--- src/rtl/vga_timing_gen.sv ---
// vga_timing_gen
//
// Generates VGA horizontal/vertical timing from a single pixel clock.
// The PLL lock flag is synchronised into the pixel domain. The timing
// counters advance only while the synchronised lock is high. All video
// outputs are registered from the counter state, so they are mutually
// aligned and lag the counters by one cycle.
//
// Ports:
//   clock_in     in   pixel clock (sole clock)
//   reset_n      in   asynchronous active-low reset
//   locked       in   PLL lock, asynchronous to clock_in
//   hsync        out  horizontal sync (asserted level HS_POL)
//   vsync        out  vertical sync   (asserted level VS_POL)
//   active       out  pixel lies in the visible area
//   x            out  pixel column while active, else 0
//   y            out  pixel row while active, else 0
//   line_start   out  one-cycle pulse for the h=0 pixel
//   frame_start  out  one-cycle pulse for the (0,0) pixel
//   running      out  synchronised lock; timing is advancing
`timescale 1ns/1ps

module vga_timing_gen #(
    parameter int unsigned H_ACTIVE = 800,
    parameter int unsigned H_FRONT  = 40,
    parameter int unsigned H_SYNC   = 128,
    parameter int unsigned H_BACK   = 88,
    parameter int unsigned V_ACTIVE = 600,
    parameter int unsigned V_FRONT  = 1,
    parameter int unsigned V_SYNC   = 4,
    parameter int unsigned V_BACK   = 23,
    parameter logic        HS_POL   = 1'b1,
    parameter logic        VS_POL   = 1'b1
) (
    input  logic        clock_in,
    input  logic        reset_n,
    input  logic        locked,
    output logic        hsync,
    output logic        vsync,
    output logic        active,
    output logic [10:0] x,
    output logic [9:0]  y,
    output logic        line_start,
    output logic        frame_start,
    output logic        running
);

    localparam int unsigned H_TOTAL = H_ACTIVE + H_FRONT + H_SYNC + H_BACK;
    localparam int unsigned V_TOTAL = V_ACTIVE + V_FRONT + V_SYNC + V_BACK;

    // Boundaries pre-sized to the fixed counter widths.
    localparam logic [10:0] H_LAST     = 11'(H_TOTAL - 1);
    localparam logic [10:0] H_VIS_END  = 11'(H_ACTIVE);
    localparam logic [10:0] H_SYNC_BEG = 11'(H_ACTIVE + H_FRONT);
    localparam logic [10:0] H_SYNC_END = 11'(H_ACTIVE + H_FRONT + H_SYNC);

    localparam logic [9:0]  V_LAST     = 10'(V_TOTAL - 1);
    localparam logic [9:0]  V_VIS_END  = 10'(V_ACTIVE);
    localparam logic [9:0]  V_SYNC_BEG = 10'(V_ACTIVE + V_FRONT);
    localparam logic [9:0]  V_SYNC_END = 10'(V_ACTIVE + V_FRONT + V_SYNC);

    // ------------------------------------------------------------------
    // Lock synchroniser
    // ------------------------------------------------------------------
    logic lock_meta_q;
    logic lock_sync_q;

    always_ff @(posedge clock_in or negedge reset_n) begin
        if (!reset_n) begin
            lock_meta_q <= 1'b0;
            lock_sync_q <= 1'b0;
        end else begin
            lock_meta_q <= locked;
            lock_sync_q <= lock_meta_q;
        end
    end

    assign running = lock_sync_q;

    // ------------------------------------------------------------------
    // Timing counters
    // ------------------------------------------------------------------
    logic [10:0] h_cnt_q, h_cnt_d;
    logic [9:0]  v_cnt_q, v_cnt_d;

    // Counters collapse to (0,0) on any cycle without lock, so a relock
    // always begins a fresh frame.
    always_comb begin
        h_cnt_d = '0;
        v_cnt_d = '0;
        if (lock_sync_q) begin
            if (h_cnt_q == H_LAST) begin
                h_cnt_d = '0;
                if (v_cnt_q == V_LAST) begin
                    v_cnt_d = '0;
                end else begin
                    v_cnt_d = v_cnt_q + 10'd1;
                end
            end else begin
                h_cnt_d = h_cnt_q + 11'd1;
                v_cnt_d = v_cnt_q;
            end
        end
    end

    always_ff @(posedge clock_in or negedge reset_n) begin
        if (!reset_n) begin
            h_cnt_q <= '0;
            v_cnt_q <= '0;
        end else begin
            h_cnt_q <= h_cnt_d;
            v_cnt_q <= v_cnt_d;
        end
    end

    // ------------------------------------------------------------------
    // Output decode (registered)
    // ------------------------------------------------------------------
    logic        h_vis, v_vis, h_in_sync, v_in_sync;
    logic        hsync_q, hsync_d;
    logic        vsync_q, vsync_d;
    logic        active_q, active_d;
    logic [10:0] x_q, x_d;
    logic [9:0]  y_q, y_d;
    logic        line_start_q, line_start_d;
    logic        frame_start_q, frame_start_d;

    assign h_vis     = (h_cnt_q < H_VIS_END);
    assign v_vis     = (v_cnt_q < V_VIS_END);
    assign h_in_sync = (h_cnt_q >= H_SYNC_BEG) && (h_cnt_q < H_SYNC_END);
    assign v_in_sync = (v_cnt_q >= V_SYNC_BEG) && (v_cnt_q < V_SYNC_END);

    // Decoding is gated by the synchronised lock rather than by the
    // counter values, so the cycle in which lock is lost still shows the
    // last valid pixel and everything goes idle one cycle later.
    always_comb begin
        hsync_d       = ~HS_POL;
        vsync_d       = ~VS_POL;
        active_d      = 1'b0;
        x_d           = '0;
        y_d           = '0;
        line_start_d  = 1'b0;
        frame_start_d = 1'b0;
        if (lock_sync_q) begin
            hsync_d       = h_in_sync ? HS_POL : ~HS_POL;
            vsync_d       = v_in_sync ? VS_POL : ~VS_POL;
            active_d      = h_vis && v_vis;
            line_start_d  = (h_cnt_q == '0);
            frame_start_d = (h_cnt_q == '0) && (v_cnt_q == '0);
            if (h_vis && v_vis) begin
                x_d = h_cnt_q;
                y_d = v_cnt_q;
            end
        end
    end

    always_ff @(posedge clock_in or negedge reset_n) begin
        if (!reset_n) begin
            hsync_q       <= ~HS_POL;
            vsync_q       <= ~VS_POL;
            active_q      <= 1'b0;
            x_q           <= '0;
            y_q           <= '0;
            line_start_q  <= 1'b0;
            frame_start_q <= 1'b0;
        end else begin
            hsync_q       <= hsync_d;
            vsync_q       <= vsync_d;
            active_q      <= active_d;
            x_q           <= x_d;
            y_q           <= y_d;
            line_start_q  <= line_start_d;
            frame_start_q <= frame_start_d;
        end
    end

    assign hsync       = hsync_q;
    assign vsync       = vsync_q;
    assign active      = active_q;
    assign x           = x_q;
    assign y           = y_q;
    assign line_start  = line_start_q;
    assign frame_start = frame_start_q;

endmodule
--- config.mk ---
export PLATFORM = sky130hd
export DESIGN_NAME = vga_timing_gen
export DESIGN_NICKNAME = d
export VERILOG_FILES = /design/src/rtl/vga_timing_gen.sv
export SDC_FILE = /design/constraint.sdc
export NUM_CORES = 1
export LEC_CHECK = 0
export CAP_MARGIN = 15
export CORE_MARGIN = 2
export CORE_UTILIZATION = 50
export DETAILED_ROUTE_END_ITERATION = 12
export PLACE_DENSITY = 0.74
export RECOVER_POWER = 100
export SETUP_SLACK_MARGIN = 0.4
export SYNTH_ARGS = -nofsm -noshare
export SYNTH_HDL_FRONTEND = slang
export SYNTH_SLANG_ARGS = --single-unit
--- constraint.sdc ---
create_clock -name clock_in -period 2.4 [get_ports clock_in]
set_input_delay 0.48 -clock clock_in [delete_from_list [all_inputs] [get_ports clock_in]]
set_output_delay 0.48 -clock clock_in [all_outputs]
set_load 0.05 [all_outputs]
==> results of run 1 <==
[cell usage after synthesis (all sizes together)]
| master | n |
|---|---|
| o31ai | 1 |
| or4b | 1 |
| xor2 | 4 |
| and3 | 2 |
| a31oi | 1 |
| nor3 | 7 |
| nand4 | 7 |
| clkbuf | 4 |
| nand2b | 2 |
| dfrtp | 49 |
| o211a | 1 |
| ha | 5 |
| a211o | 1 |
| inv | 7 |
| and2 | 21 |
| xnor2 | 6 |
| a21oi | 9 |
| a21o | 1 |
| nand3b | 1 |
| o21bai | 1 |
| mux2i | 1 |
| o21ai | 6 |
| a41oi | 1 |
| clkinv | 1 |
| nand2 | 13 |
| buf | 4 |
| or3 | 5 |
| nand3 | 9 |
| and4 | 2 |
| nor2 | 17 |
| and4bb | 1 |
| a221oi | 1 |
| nand4b | 2 |
| o22ai | 1 |
| conb | 1 |
| or2 | 1 |
| nor4 | 4 |
[power by group through the flow]
stage               Combinational (mW)  Sequential, mW  Clock [mW]
floorplan                       0.0244           0.892           0
global placement                0.0986           0.863           0
detailed placement              0.0994           0.864           0
CTS                             0.0992           0.848       0.493
global route                     0.101           0.849       0.531
finish                          0.0910           0.847       0.472
[critical path, delay by kind of cell, from the launching register on]
kind          cells  cell delay (ns)
flops             1             0.48
mux               1             0.21
simple gates      3             1.26
[area by class of cell]
type | instances | area share
Sequential cell | 49 | 0.478
Inverter | 8 | 0.0117
Multi-Input combinational cell | 136 | 0.333
Clock inverter | 2 | 0.00585
Timing Repair Buffer | 33 | 0.118
Clock buffer | 6 | 0.0283
Tap cell | 52 | 0.0254
[routing by layer]
layer  part of all wire  GRT usage
met5                  0          0
met4              0.024     0.0833
met3              0.038     0.0303
met2               0.45      0.266
met1               0.49      0.256
[logic make-up after synthesis]
family	Yosys count	synth area share
AOI/OAI and AO/OA	24	0.0667
xor gates and xnor gates	10	0.0399
muxes	1	0.00456
DFF	49	0.559
other	1	0.00171
adders and majority gates	5	0.0285
and+or+nand+nor	95	0.260
buffers and inverters	16	0.0394
[worst max path at each step]
stage                from    endpoint  depth (start not counted)
2_1_floorplan     running       vsync                          4
3_3_place_gp      running     running                          1
3_5_place_dp      running     running                          1
4_1_cts              x[3]        x[3]                          1
5_1_grt        h_cnt_q[5]  v_cnt_q[7]                          4
6_report       h_cnt_q[5]  v_cnt_q[7]                          4
[sequential cells by signal, indices dropped and copies added (netlist names)]
name and count:
running 1, lock_meta_q 1, x 11, h_cnt_q 11, line_start 1, v_cnt_q 10
hsync 1, vsync 1, frame_start 1, y 10, active 1
[metrics by stage]
stage | worst slack, ns | hold WS, ns | cells | total power [mW]
2_1_floorplan | 0.671 | 0.184 | 201 | 0.916
3_3_place_gp | 0.595 | 0.338 | 278 | 0.962
3_5_place_dp | 0.569 | 0.338 | 278 | 0.964
4_1_cts | 0.462 | 0.215 | 286 | 1.44
5_1_grt | 0.282 | 0.379 | 286 | 1.48
6_report | 0.383 | 0.367 | 286 | 1.41
==> qor.txt, run 1 <==
Final ANT Viol Nets - 0
area of the mapped netlist - 2190 µm²
# IOs - 30
CTS tree - done
syn_area_per_cell - 10.9 µm²
NetSw - 344 µW
drt drc - 0
first-pass GRT wire length - 6830 µm
worst hold path type - flip-flop to flip-flop
register area - 1230 µm²
Switching Share - 0.244
unrepaired setup endpoints after global routing - no
# hold bufs at CTS - 0
clk slew on worst S/H paths - 0.09 ns
DR WL/cell - 13.3 µm
CTS Buf Count - 5
Yosys warning count - 0
Max Fanout on Critical Path - 16
reg-to-reg slack, setup - 0.38 ns
dpl cell area - 2520 µm²
layout cells sized above 1 - 0.0556
gpl congestion - 0.881
initial antenna violation count - 0
worst skew pair latency - 0.30 ns
Mapped Cells - 201
CP cell instances - nor3_1 -> nand4_4 -> nor4_1 -> mux2i_1
Setup violations, final - 0
Max Cap Violations - 1
largest net degree at the start of global routing - 32
area of the multi-input gates - 856 µm²
vias per cell - 5.30
Crit path required time - 2.63 ns
CP max stage cell - nor3_1
H-tree levels - 2
Leak - 1.18 nW
dpl hpwl - 2760 µm
WL final - 3810 µm
flops & latches, synth - 49
reg2reg start - h_cnt_q[5]
Gate power share - 0.065
design area - 2570 µm²
Final Hold Vio Count - 0
Clk network pwr share - 0.335
Crit path largest cell delay - 0.52 ns
internal power - 1.07 mW
fmax - 0.496 GHz
largest area contributor in the netlist - dfrtp_1
Worst Setup End Kind - flip-flop
status - finished with violations
Syn Nets - 209
final core utilization - 0.598
post-CTS setup buffers - 0
Root Buffer - clkbuf_8
fillers - 388
fin crit share - 0.841
crit path time final - 2.02 ns
Pwr Density - 550 nW/µm²
Worst Setup Start Kind - flip-flop
synth unique cells - 47
Core Area - 4290 µm²
WHS Endpoint - running
CTS Buffer Depth - 2
# diodes - 0
Worst Skew - 0.00682 ns
commonest non-fill, non-tap cells in the layout - dfrtp_1 (49), dlygate4sd3_1 (27), nor2_1 (17)
final net count - 241
R2R depth - 4
critical path class - flip-flop to flip-flop
FP Rows - 24
r2r endpoint - v_cnt_q[7]
Peak VDD IR - 378 µV
Max-slew headroom - -0.0137
Initial DRT Pass Iterations - 4
Sink Count - 49
Overflow after GRT - 0
sequential cell area fraction in the yosys report - 0.559
Area Overhead vs Synth - 17.0%
synth top area cells - dfrtp_1 (56%), and2_1 (5.7%), nor2_1 (2.9%)
share of the synthesized area in the top cell type - 0.559
Total GRT Usage - 0.179
Post-CTS Resized - 1
hold path start - lock_meta_q
Worst Hold Depth - 0
Least-Margin Pin Slew - 1.52 ns
failing checks - max-capacitance violations, max-slew violations
Starting DRT DRC Count - 72
sequential share of power - 0.601
Vias - 1515
Worst EP arrival - 2.25 ns
Die ar. - 4930 µm²
Die Span Y - 70.2 µm
Setup TNS - 0 ns
commonest non-fill, non-tap cell in the layout - dfrtp_1
Die W - 70.2 µm
max-slew violations - 32
number of port buffers - 29
Starting Density - 0.511
vias in the first global route - 1396
Power figures use the tool's default switching activity.
==> run 2, diff against run 1 <==
clock period = 2.01 ns   (was 2.4 ns; I/O delays follow)
==> run 2 against run 1 <==
Compared with the run above:
- the run now ends clean
- final cell count grew 5.6%
- largest power group unchanged
- critical path type unchanged
- utilization grew 5.0 points
- combinational power grew 36%
- register-to-register slack lost 0.08 ns
- die area is the same
- critical endpoint is now v_cnt_q[6]
- worst hold slack lost 0.026 ns
- highest routed layer unchanged
- critical path depth grew 1
==> qor.txt, run 2 (synthesis results as in run 1) <==
Sink Count - 49 (unchanged)
Crit path largest cell delay - 0.37 ns (-0.15 ns)
CP max stage cell - dfrtp_1
CTS tree - done
# IOs - 30 (unchanged)
first-pass GRT wire length - 7380 µm (+8.0%)
Setup WS post-layout - 0.307 ns (-0.0760 ns)
clk slew on worst S/H paths - 0.09 ns (about the same)
Core Area - 4290 µm² (unchanged)
CP cell instances - ha_1 -> and4_1 -> and4_1 -> nand4_2 -> a221oi_2
Setup TNS - 0 ns (unchanged)
DR WL/cell - 14.8 µm (+11%)
Root Buffer - clkbuf_8
Leak - 1.31 nW (+11%)
Worst Setup End Kind - flip-flop
WL final - 4460 µm (+17%)
commonest non-fill, non-tap cells in the layout - dfrtp_1 (42), dlygate4sd2_1 (26), nor2_1 (17)
commonest non-fill, non-tap cell in the layout - dfrtp_1
Peak VDD IR - 369 µV (-2.5%)
Final ANT Viol Nets - 0 (unchanged)
Crit path required time - 2.23 ns (-0.40 ns)
worst skew pair latency - 0.30 ns (about the same)
Max Cap Violations - 0 (-1)
Setup violations, final - 0 (unchanged)
Die W - 70.2 µm (unchanged)
number of port buffers - 29 (unchanged)
gpl congestion - 0.948 (+7.5%)
Worst Setup Slack post-DPL - 0.213 ns (-0.355 ns)
Die Span Y - 70.2 µm (unchanged)
Cell Count, Final, Fillers Out - 302 (+5.6%)
initial antenna violation count - 0 (unchanged)
Starting DRT DRC Count - 147 (+100%)
fmax - 0.587 GHz (+18%)
largest net degree at the start of global routing - 29 (-9.4%)
Die ar. - 4930 µm² (unchanged)
layout cells sized above 1 - 0.172 (+0.116)
Worst Skew - 0.00553 ns (-0.00130 ns)
dpl hpwl - 2600 µm (-5.9%)
Worst Setup Start Kind - flip-flop
Final Hold Vio Count - 0 (unchanged)
fin crit share - 0.847 (+0.00688)
unrepaired setup endpoints after global routing - yes
Overflow after GRT - 0 (unchanged)
Least-Margin Pin Slew - 1.24 ns (-0.278 ns)
max-slew violations - 0 (-100%)
Vias - 1646 (+8.6%)
vias in the first global route - 1559 (+12%)
vias per cell - 5.45 (+2.9%)
Initial DRT Pass Iterations - 4 (unchanged)
CTS Buf Count - 5 (unchanged)
Max-slew headroom - 0.171 (+0.185)
crit path time final - 1.70 ns (-0.314 ns)
worst hold path type - primary input to asynchronous set/reset pin
Max Fanout on Critical Path - 4 (-12)
placed insts - 277 (-0.36%)
crit-path most repeated cell - and4_1
critical path class - flip-flop to flip-flop
Starting Density - 0.511 (unchanged)
Total GRT Usage - 0.190 (+0.0110)
# diodes - 0 (unchanged)
CTS Buffer Depth - 2 (unchanged)
H-tree levels - 2 (unchanged)
FP Rows - 24 (unchanged)
Worst EP arrival - 1.92 ns (-0.33 ns)
Area Overhead vs Synth - 26.7%
Crit path buffers/inverters - 0 (unchanged)
drt drc - 0 (unchanged)
status - completed
final net count - 257 (+6.6%)
# hold bufs at CTS - 0 (unchanged)
Pwr Density - 674 nW/µm² (+23%)
CP delay by family, top - simple AND/OR/NAND/NOR gates
-- run 2: what timing repair did --
item	CTS	global route
pin swaps	5	6
buffers inserted	8	7
gates resized for setup	36	10
endpoints found under the setup margin	40	28
gates cloned	1	1
-- run 2: worst paths after layout --
check	end	cells past startpoint	start	slack, ns
worst max-delay path	v_cnt_q[6]	5	h_cnt_q[0]	0.31
worst min-delay path	h_cnt_q[0]	1	reset_n	0.34
worst max register to register	v_cnt_q[6]	5	h_cnt_q[0]	0.31
worst min register to register	running	0	lock_meta_q	0.36
max in group asynchronous	v_cnt_q[3]	1	reset_n	0.85
min in group clock_in	running	0	lock_meta_q	0.36
-- run 2: stage by stage --
| step | cell area [µm²] | power (mW) | hold slack, ns | util |
|---|---|---|---|---|
| global route | 2780 | 1.93 | 0.392 | 0.647 |
| floorplan | 2190 | 1.09 | 0.106 | - |
| finish | 2780 | 1.87 | 0.341 | 0.647 |
| detailed placement | 2520 | 1.15 | 0.338 | 0.587 |
| CTS | 2720 | 1.88 | 0.0769 | 0.633 |
| global placement | 2520 | 1.15 | 0.334 | 0.587 |
-- run 2: area by class of cell --
class	instances	area, µm²
Timing Repair Buffer	48	409
Multi-Input combinational cell	137	920
Clock inverter	2	37.5
Inverter	8	30.0
Sequential cell	49	1230
Fill cell	348	1520
Tap cell	52	65.1
Clock buffer	6	82.6
-- run 2: per-layer routing --
metal	track usage	part of all wire	wire, µm
met1	0.265	0.46	2050
met2	0.288	0.46	2060
met3	0.0433	0.063	281
met4	0.0726	0.013	57
met5	0	0	0
-- run 2: report_power, final --
part	total (mW)	internal (mW)	switching (mW)	leakage [nW]
Sequential	1.01	1.00	0.0104	0.658
Clock	0.737	0.405	0.332	0.0574
Combinational	0.124	0.0368	0.0876	0.591
